<file path="src/rtl/mux_scan_reg.sv">
// Registered NCH:1 channel selector with valid/ready output and auto-scan.
// Ports: clk, rst_n, in_bus, mode, sel, req_valid/req_ready, start, out_*, busy.
module mux_scan_reg #(
  parameter int WIDTH = 8,
  parameter int NCH   = 16,
  parameter int SELW  = 4
) (
  input  logic                 clk,
  input  logic                 rst_n,
  input  logic [NCH*WIDTH-1:0] in_bus,
  input  logic                 mode,
  input  logic [SELW-1:0]      sel,
  input  logic                 req_valid,
  output logic                 req_ready,
  input  logic                 start,
  output logic [WIDTH-1:0]     out_data,
  output logic [SELW-1:0]      out_ch,
  output logic                 out_last,
  output logic                 out_valid,
  input  logic                 out_ready,
  output logic                 busy
);

  if (NCH < 2 || SELW != $clog2(NCH)) begin : g_bad_param
    $error("mux_scan_reg: need NCH>=2 and SELW==clog2(NCH)");
  end

  typedef enum logic [0:0] {
    IDLE,
    SCAN
  } state_t;

  state_t state, state_n;

  logic [SELW-1:0]  cnt, cnt_n;
  logic [WIDTH-1:0] chan [NCH];

  logic             free;
  logic             ld;
  logic [SELW-1:0]  ld_ch;
  logic             ld_last;
  logic [WIDTH-1:0] ld_data;
  logic [WIDTH-1:0] sel_data;
  logic [WIDTH-1:0] cnt_data;

  // channel 0 lives in the MSB slice
  for (genvar i = 0; i < NCH; i++) begin : g_chan
    assign chan[i] = in_bus[(NCH-1-i)*WIDTH +: WIDTH];
  end

  // Compare-based lookup: a sel beyond NCH-1 matches nothing and reads 0.
  always_comb begin
    sel_data = '0;
    cnt_data = '0;
    for (int i = 0; i < NCH; i++) begin
      if (sel == SELW'(i)) sel_data = chan[i];
      if (cnt == SELW'(i)) cnt_data = chan[i];
    end
  end

  assign free = !out_valid || out_ready;
  assign busy = (state == SCAN);

  always_comb begin
    state_n   = state;
    cnt_n     = cnt;
    req_ready = 1'b0;
    ld        = 1'b0;
    ld_ch     = '0;
    ld_last   = 1'b0;
    ld_data   = '0;
    unique case (state)
      IDLE: begin
        req_ready = free;
        if (free) begin
          if (mode && start) begin
            ld      = 1'b1;
            ld_ch   = '0;
            ld_data = chan[0];
            cnt_n   = SELW'(1);
            state_n = SCAN;
          end else if (!mode && req_valid) begin
            ld      = 1'b1;
            ld_ch   = sel;
            ld_data = sel_data;
          end
        end
      end
      SCAN: begin
        if (free) begin
          ld      = 1'b1;
          ld_ch   = cnt;
          ld_data = cnt_data;
          if (cnt == SELW'(NCH-1)) begin
            ld_last = 1'b1;
            cnt_n   = '0;
            state_n = IDLE;
          end else begin
            cnt_n = cnt + SELW'(1);
          end
        end
      end
      default: state_n = IDLE;
    endcase
  end

  always_ff @(posedge clk or negedge rst_n) begin
    if (!rst_n) begin
      state <= IDLE;
      cnt   <= '0;
    end else begin
      state <= state_n;
      cnt   <= cnt_n;
    end
  end

  always_ff @(posedge clk or negedge rst_n) begin
    if (!rst_n) begin
      out_data  <= '0;
      out_ch    <= '0;
      out_last  <= 1'b0;
      out_valid <= 1'b0;
    end else if (ld) begin
      out_data  <= ld_data;
      out_ch    <= ld_ch;
      out_last  <= ld_last;
      out_valid <= 1'b1;
    end else if (free) begin
      out_valid <= 1'b0;
    end
  end

endmodule

</file>
<file path="config.mk">
export PLATFORM = sky130hd
export DESIGN_NAME = mux_scan_reg
export DESIGN_NICKNAME = d
export VERILOG_FILES = /design/src/rtl/mux_scan_reg.sv
export SDC_FILE = /design/constraint.sdc
export NUM_CORES = 1
export LEC_CHECK = 0
export ABC_AREA = 1
export CORE_ASPECT_RATIO = 1.4
export CORE_MARGIN = 1
export CORE_UTILIZATION = 45
export CTS_CLUSTER_DIAMETER = 40
export DETAILED_ROUTE_END_ITERATION = 10
export PLACE_DENSITY = 0.89
export SYNTH_ARGS = -nofsm -noshare
export SYNTH_HDL_FRONTEND = slang
export SYNTH_SLANG_ARGS = --single-unit
</file>
<file path="constraint.sdc">
create_clock -name clk -period 3.15 [get_ports clk]
set_input_delay 0.63 -clock clk [delete_from_list [all_inputs] [get_ports clk]]
set_output_delay 0.63 -clock clk [all_outputs]
set_load 0.1 [all_outputs]
</file>
After elaboration in Yosys (flattened, before gate mapping)
Index checks and enable logic that the tools add are counted.
{ "word_totals": {"register_bits": 19, "romBits": 0, "elab_cells": 113, "ramBits": 0, "output_inout_bits": 16, "memories": 0, "latchBits": 0, "input_bits": 138} }
{ "op_classes": {"eq_ne": 33, "mux": 63, "shifts": 0, "reduce_logical": 9, "order_cmp": 0, "n_bitwise": 1, "n_div": 0, "addsub": 1, "mul": 0} }
{ "ops": {"columns": ["operator", "n"], "rows": [
  ["two-way mux 8 bit", 36],
  ["equality test 4 bit (second input constant)", 16],
  ["equality test 4 x 3 -> 1 bit (second input constant)", 8],
  ["two-way mux 4 bit", 8],
  ["equality test 4 x 2 -> 1 bit (second input constant)", 4],
  ["one-hot mux 4 bit (2 select lines)", 2],
  ["one-hot mux 8 bit (2 select lines)", 1],
  ["two-way mux 1 bit", 14],
  ["equality test 4 x 1 -> 1 bit (second input constant)", 2],
  ["logical NOT 4 bit", 2],
  ["adder 4 x 1 -> 4 bit (second input constant)", 1],
  ["inequality test 2 bit (second input constant)", 2],
  ["one-hot mux 1 bit (2 select lines)", 2],
  ["AND reduction 3 bit", 1],
  ["logical AND 1 bit", 2],
  ["logical NOT 1 bit", 2],
  ["inequality test 2 x 1 -> 1 bit (second input constant)", 1],
  ["nonzero test 2 bit", 1],
  ["logical OR 1 bit", 1],
  ["NOT 1 bit", 1]
]} }

Longest topological paths before layout
{ "logic_depth": {"depth_word": 21, "mapped_depth": 23, "ltp_nobuf": 22} }

Worst setup path after synthesis
No wires, ideal clock.
{ "synth_timing": {"kind": "register to register", "start": "register state, in the netlist busy", "end": "register out_data[1]", "stages_incl_launch_ff": 6, "setup_ns": 0.070, "path_buffers": 0, "arrival_ns": 3.115, "synth_period_minus_slack_ns": 3.185, "required_ns": 3.080, "setup_slack_ns": -0.035, "cell_sequence": "dfrtp_1 > nor2_1 > inv_1 > a31oi_1 > nand2_1 > nand3_1"} }
{ "synth_between": {"elab_chain_len": 2, "word_cells_on_any_way": 3, "classes_between": "mux: 2; bitwise: 1"} }
{ "synth_rtl": {"columns": ["element", "line_no", "text"], "rows": [
  ["from (decl)", "33", "state_t state, state_n;"],
  ["from (signal assigned)", "112", "state <= state_n;"],
  ["NOT 1 bit", null, null],
  ["one-hot mux 8 bit (2 select lines) or one-hot mux 1 bit (2 select lines) (tied branches)", "72", "unique case (state)"],
  ["to (signal assigned)", "124", "out_data <= ld_data;"],
  ["to (decl)", "16", "output logic [WIDTH-1:0] out_data,"]
]} }
Several ways; a longest one is shown, not always the timed one.
A chain may end at the register's enable or synchronous reset.

Worst setup path in the final report
{ "layout_timing": {"start": "input sel[1]", "end": "register out_data[7]"} }
{ "layout_between": {"elab_chain_len": 21, "word_cells_on_any_way": 36, "classes_between": "eq/ne: 15; mux: 20; reduce/logical: 1"} }
{ "layout_rtl": {"columns": ["element", "line_no", "text"], "rows": [
  ["from (decl)", "12", "input logic [SELW-1:0] sel,"],
  ["logical NOT 4 bit", "56", "if (sel == SELW'(i)) sel_data = chan[i];"],
  ["two-way mux 8 bit (15 in series)", "56", null],
  ["two-way mux 8 bit *", "56", null],
  ["two-way mux 8 bit *", "82", "end else if (!mode && req_valid) begin"],
  ["two-way mux 8 bit *", "76", "if (mode && start) begin"],
  ["two-way mux 8 bit *", "75", "if (free) begin"],
  ["one-hot mux 8 bit (2 select lines) *", "72", null]
]} }
Mark *: on every way between the ends. The rest lies on a longest branch, timed or not.

==> flow_metrics.env <==
export IMPL_min_period_over_period=0.918
export IMPL_ctsResizeCount=0
export IMPL_rr_endpoint="out_data[3]"
export IMPL_synth_enable_flop_cells=0
export IMPL_drive_above_1_share=0.0589
export IMPL_hold_buffers=0
export IMPL_grt_pass1_vias=4941
export IMPL_p_sw_w=0.00224
export IMPL_power_density_mw_per_mm2=674
export IMPL_clk_pin_slew_worst_paths_ns=0.05
export IMPL_io_buffers=153
export IMPL_pwr_share_comb=0.809
export IMPL_rsz0062_at_grt="no"
export IMPL_dp_hpwl_um=12700
export IMPL_hold_violations=0
export IMPL_p_int_w=0.00147
export IMPL_setup_slack_ns=0.259
export IMPL_seqCellArea_sq_um=475
export IMPL_die_y_um=110
export IMPL_drc=0
export IMPL_finalCriticalPeriod_ns=2.89
export IMPL_synth_seq_cells=19
export IMPL_overflow=0
export IMPL_core_sq_mm=0.00810
export IMPL_path_max_fanout=8
export IMPL_ys_top_cells_by_count="300 x nand2_1, 131 x inv_1, 79 x nand3_1"
export IMPL_min_from="out_data[3]"
export IMPL_reg2reg_depth=21
export IMPL_ant_nets=0
export IMPL_netlist_area_leader_share=0.301
export IMPL_min_path_cells=2
export IMPL_grt_pass1_wl_um=23300
export IMPL_setup_violations=0
export IMPL_die_w_um=79.1
export IMPL_cts_tree="built"
export IMPL_antenna_found_initial=0
export IMPL_viasPerCell=5.33
export IMPL_h_tree_depth=1
export IMPL_grt_max_degree=20
export IMPL_setup_tns_ns=0
export IMPL_outcome="finished, final reports clean"
export IMPL_maxSlewHeadroom=0.393
export IMPL_syn_cell_area_sq_mm=0.00375
export IMPL_finalMaxSlewViolations=0
export IMPL_initial_utilization=0.462
export IMPL_ys_top_cells_by_area="nand2_1 30%, inv_1 13%, dfrtp_1 13%, nand3_1 11%, nor2_1 7.5%"
export IMPL_die_area_sq_mm=0.00870
export IMPL_diodes=0
export IMPL_synth_warnings=0
export IMPL_cts_root_buffer="clkbuf_16"
export IMPL_postCtsSetupRepairBufs=0
export IMPL_yosys_most_used_dff="dfrtp_1"
export IMPL_crit_path_start_kind="input pin"
export IMPL_first_pass_iters=5
export IMPL_cp_data_required_time_ns=3.28
export IMPL_whs_endpoint="out_data[3]"
export IMPL_routed_wl_um=15200
export IMPL_cp_arrival_ns=3.02
export IMPL_pwr_share_clk=0.071
export IMPL_yosysTopAreaCell="nand2_1"
export IMPL_synth_fp_nets=917
export IMPL_post_synth_top_count_cell="nand2_1"
export IMPL_num_vias=5521
export IMPL_area_delta_synth_final_pct=46.8
export IMPL_end_kind="flip-flop"
export IMPL_drt_iter0_markers=502
export IMPL_clock_skew_ns=0.00134
export IMPL_clock_latency_ns=0.25
export IMPL_regToRegSetupSlack_ns=0.41
export IMPL_synth_cells=775
export IMPL_grt_use_total=0.342
export IMPL_swShare=0.604
export IMPL_r2r_start="cnt[1]"
export IMPL_rows=39
export IMPL_place_congestion=1.01
export IMPL_critical_path_class="in2reg"
export IMPL_ioPinCount=154
export IMPL_cts_sinks=19
export IMPL_async_reset_ff_frac=1.00
export IMPL_yosysSeqAreaShare=0.127
export IMPL_yosysUniqueCellTypes=29
export IMPL_syn_avg_cell_area_sq_um=4.83
export IMPL_fill_cells=778
export IMPL_cts_buffers=3
export IMPL_pre_cts_slack_ns=0.0731
export IMPL_route_detailed_wl_per_inst_um=14.7
export IMPL_nets=1076
export IMPL_pwr_share_seq=0.120
export IMPL_clockBufferDepth=2
export IMPL_p_leak_nw=2.82
export IMPL_multi_input_area_sq_mm=0.00269
export IMPL_max_freq_ghz=0.346
export IMPL_drv_cap=0
export IMPL_irDropWorstVdd_v=0.000711
export IMPL_hold_path_class="reg2reg"
export IMPL_worst_pin_slew_ns=0.907
## worst max-delay path, cell delays in order
cell and delay (ns):
clkdlybuf4s50_1 0.59, nand2_1 0.18, nor2_2 0.23, inv_1 0.16, o21ai_0 0.24, nand2_1 0.08, o21ai_0 0.10, nand4_1 0.15
nor2_1 0.12, nand4_1 0.12, nand2_1 0.10, nand3_1 0.08, nand2_1 0.06, nand2_1 0.04, nand2_1 0.06, nand3_1 0.08
## cells by family after synthesis
kind of cell | count (synthesis) | synth area share
DFF | 19 | 0.127
AOI/OAI and AO/OA | 112 | 0.158
and+or+nand+nor | 490 | 0.546
adders and majority gates | 4 | 0.0134
buffers and inverters | 150 | 0.155
## per-layer routing
layer  vias to the layer above  routed length (um)  GRT usage
met5                         -                   0          0
met4                         0                 981      0.213
met3                        78                1140     0.0274
met2                       330                7290      0.603
met1                      2368                5820      0.396
li1                       2745                   -          -
## flip-flops by register name (all words and copies together) (netlist names)
name / flops
out_data: 8
cnt: 4
out_ch: 4
busy: 1
out_last: 1
out_valid: 1
## layout by cell type (no fill, tap or decap), types with 2 or more instances in the layout
master / synthesis / routed
nor2_2: 6 / 7
dfrtp_1: 19 / 19
clkdlybuf4s50_1: 0 / 137
nor2_1: 75 / 74
nand3_1: 79 / 79
nand2_1: 300 / 300
buf_4: 1 / 30
nand4_1: 14 / 14
o211ai_1: 8 / 8
clkinv_1: 2 / 2
ha_1: 4 / 4
a21oi_1: 50 / 50
nor2_4: 2 / 2
or2_2: 6 / 6
o21ai_0: 42 / 42
nand3b_1: 4 / 4
o21ai_1: 6 / 6
a31oi_1: 2 / 2
clkbuf_16: 0 / 3
inv_1: 131 / 131
nand2_2: 2 / 2
inv_2: 3 / 3
## power groups by stage
stage	clock (W)	sequential [W]	combinational, W
3_3_place_gp	0	0.000445	0.00293
3_5_place_dp	0	0.000448	0.00295
2_1_floorplan	0	0.000992	0.00157
6_report	0.000261	0.000446	0.00300
5_1_grt	0.000271	0.000454	0.00329
4_1_cts	0.000265	0.000445	0.00296
## worst max-delay path by stage
| stage | startpoint | to | slack, ns | cells past startpoint |
|---|---|---|---|---|
| finish | sel[1] | out_data[7] | 0.26 | 16 |
| global route | sel[1] | out_data[7] | 0.05 | 16 |
| CTS | sel[1] | out_data[7] | 0.33 | 16 |
| detailed placement | sel[1] | out_data[7] | 0.07 | 16 |
| global placement | sel[1] | out_data[6] | 0.05 | 16 |
| floorplan | busy | out_data[1] | 0.60 | 5 |
## layout make-up
cell class / instances / share of cell area
Inverter: 136 / 0.0928
Timing Repair Buffer: 168 / 0.294
Clock buffer: 4 / 0.0143
Sequential cell: 19 / 0.0864
Multi-Input combinational cell: 606 / 0.489
Tap cell: 102 / 0.0232
## per-stage QoR
| step | area (sq um) | power (W) | utilization | hold slack, ns | instances |
|---|---|---|---|---|---|
| 6_report | 5500 | 0.00371 | 0.679 | 0.498 | 1035 |
| 5_1_grt | 5500 | 0.00401 | 0.679 | 0.523 | 1035 |
| 4_1_cts | 5500 | 0.00367 | 0.679 | 0.511 | 1035 |
| 3_5_place_dp | 5420 | 0.00340 | 0.669 | 0.488 | 1031 |
| 3_3_place_gp | 5420 | 0.00338 | 0.669 | 0.491 | 1031 |
| 2_1_floorplan | 3750 | 0.00256 | - | 0.334 | 775 |
Note: power is estimated with default switching activity, not from simulation.
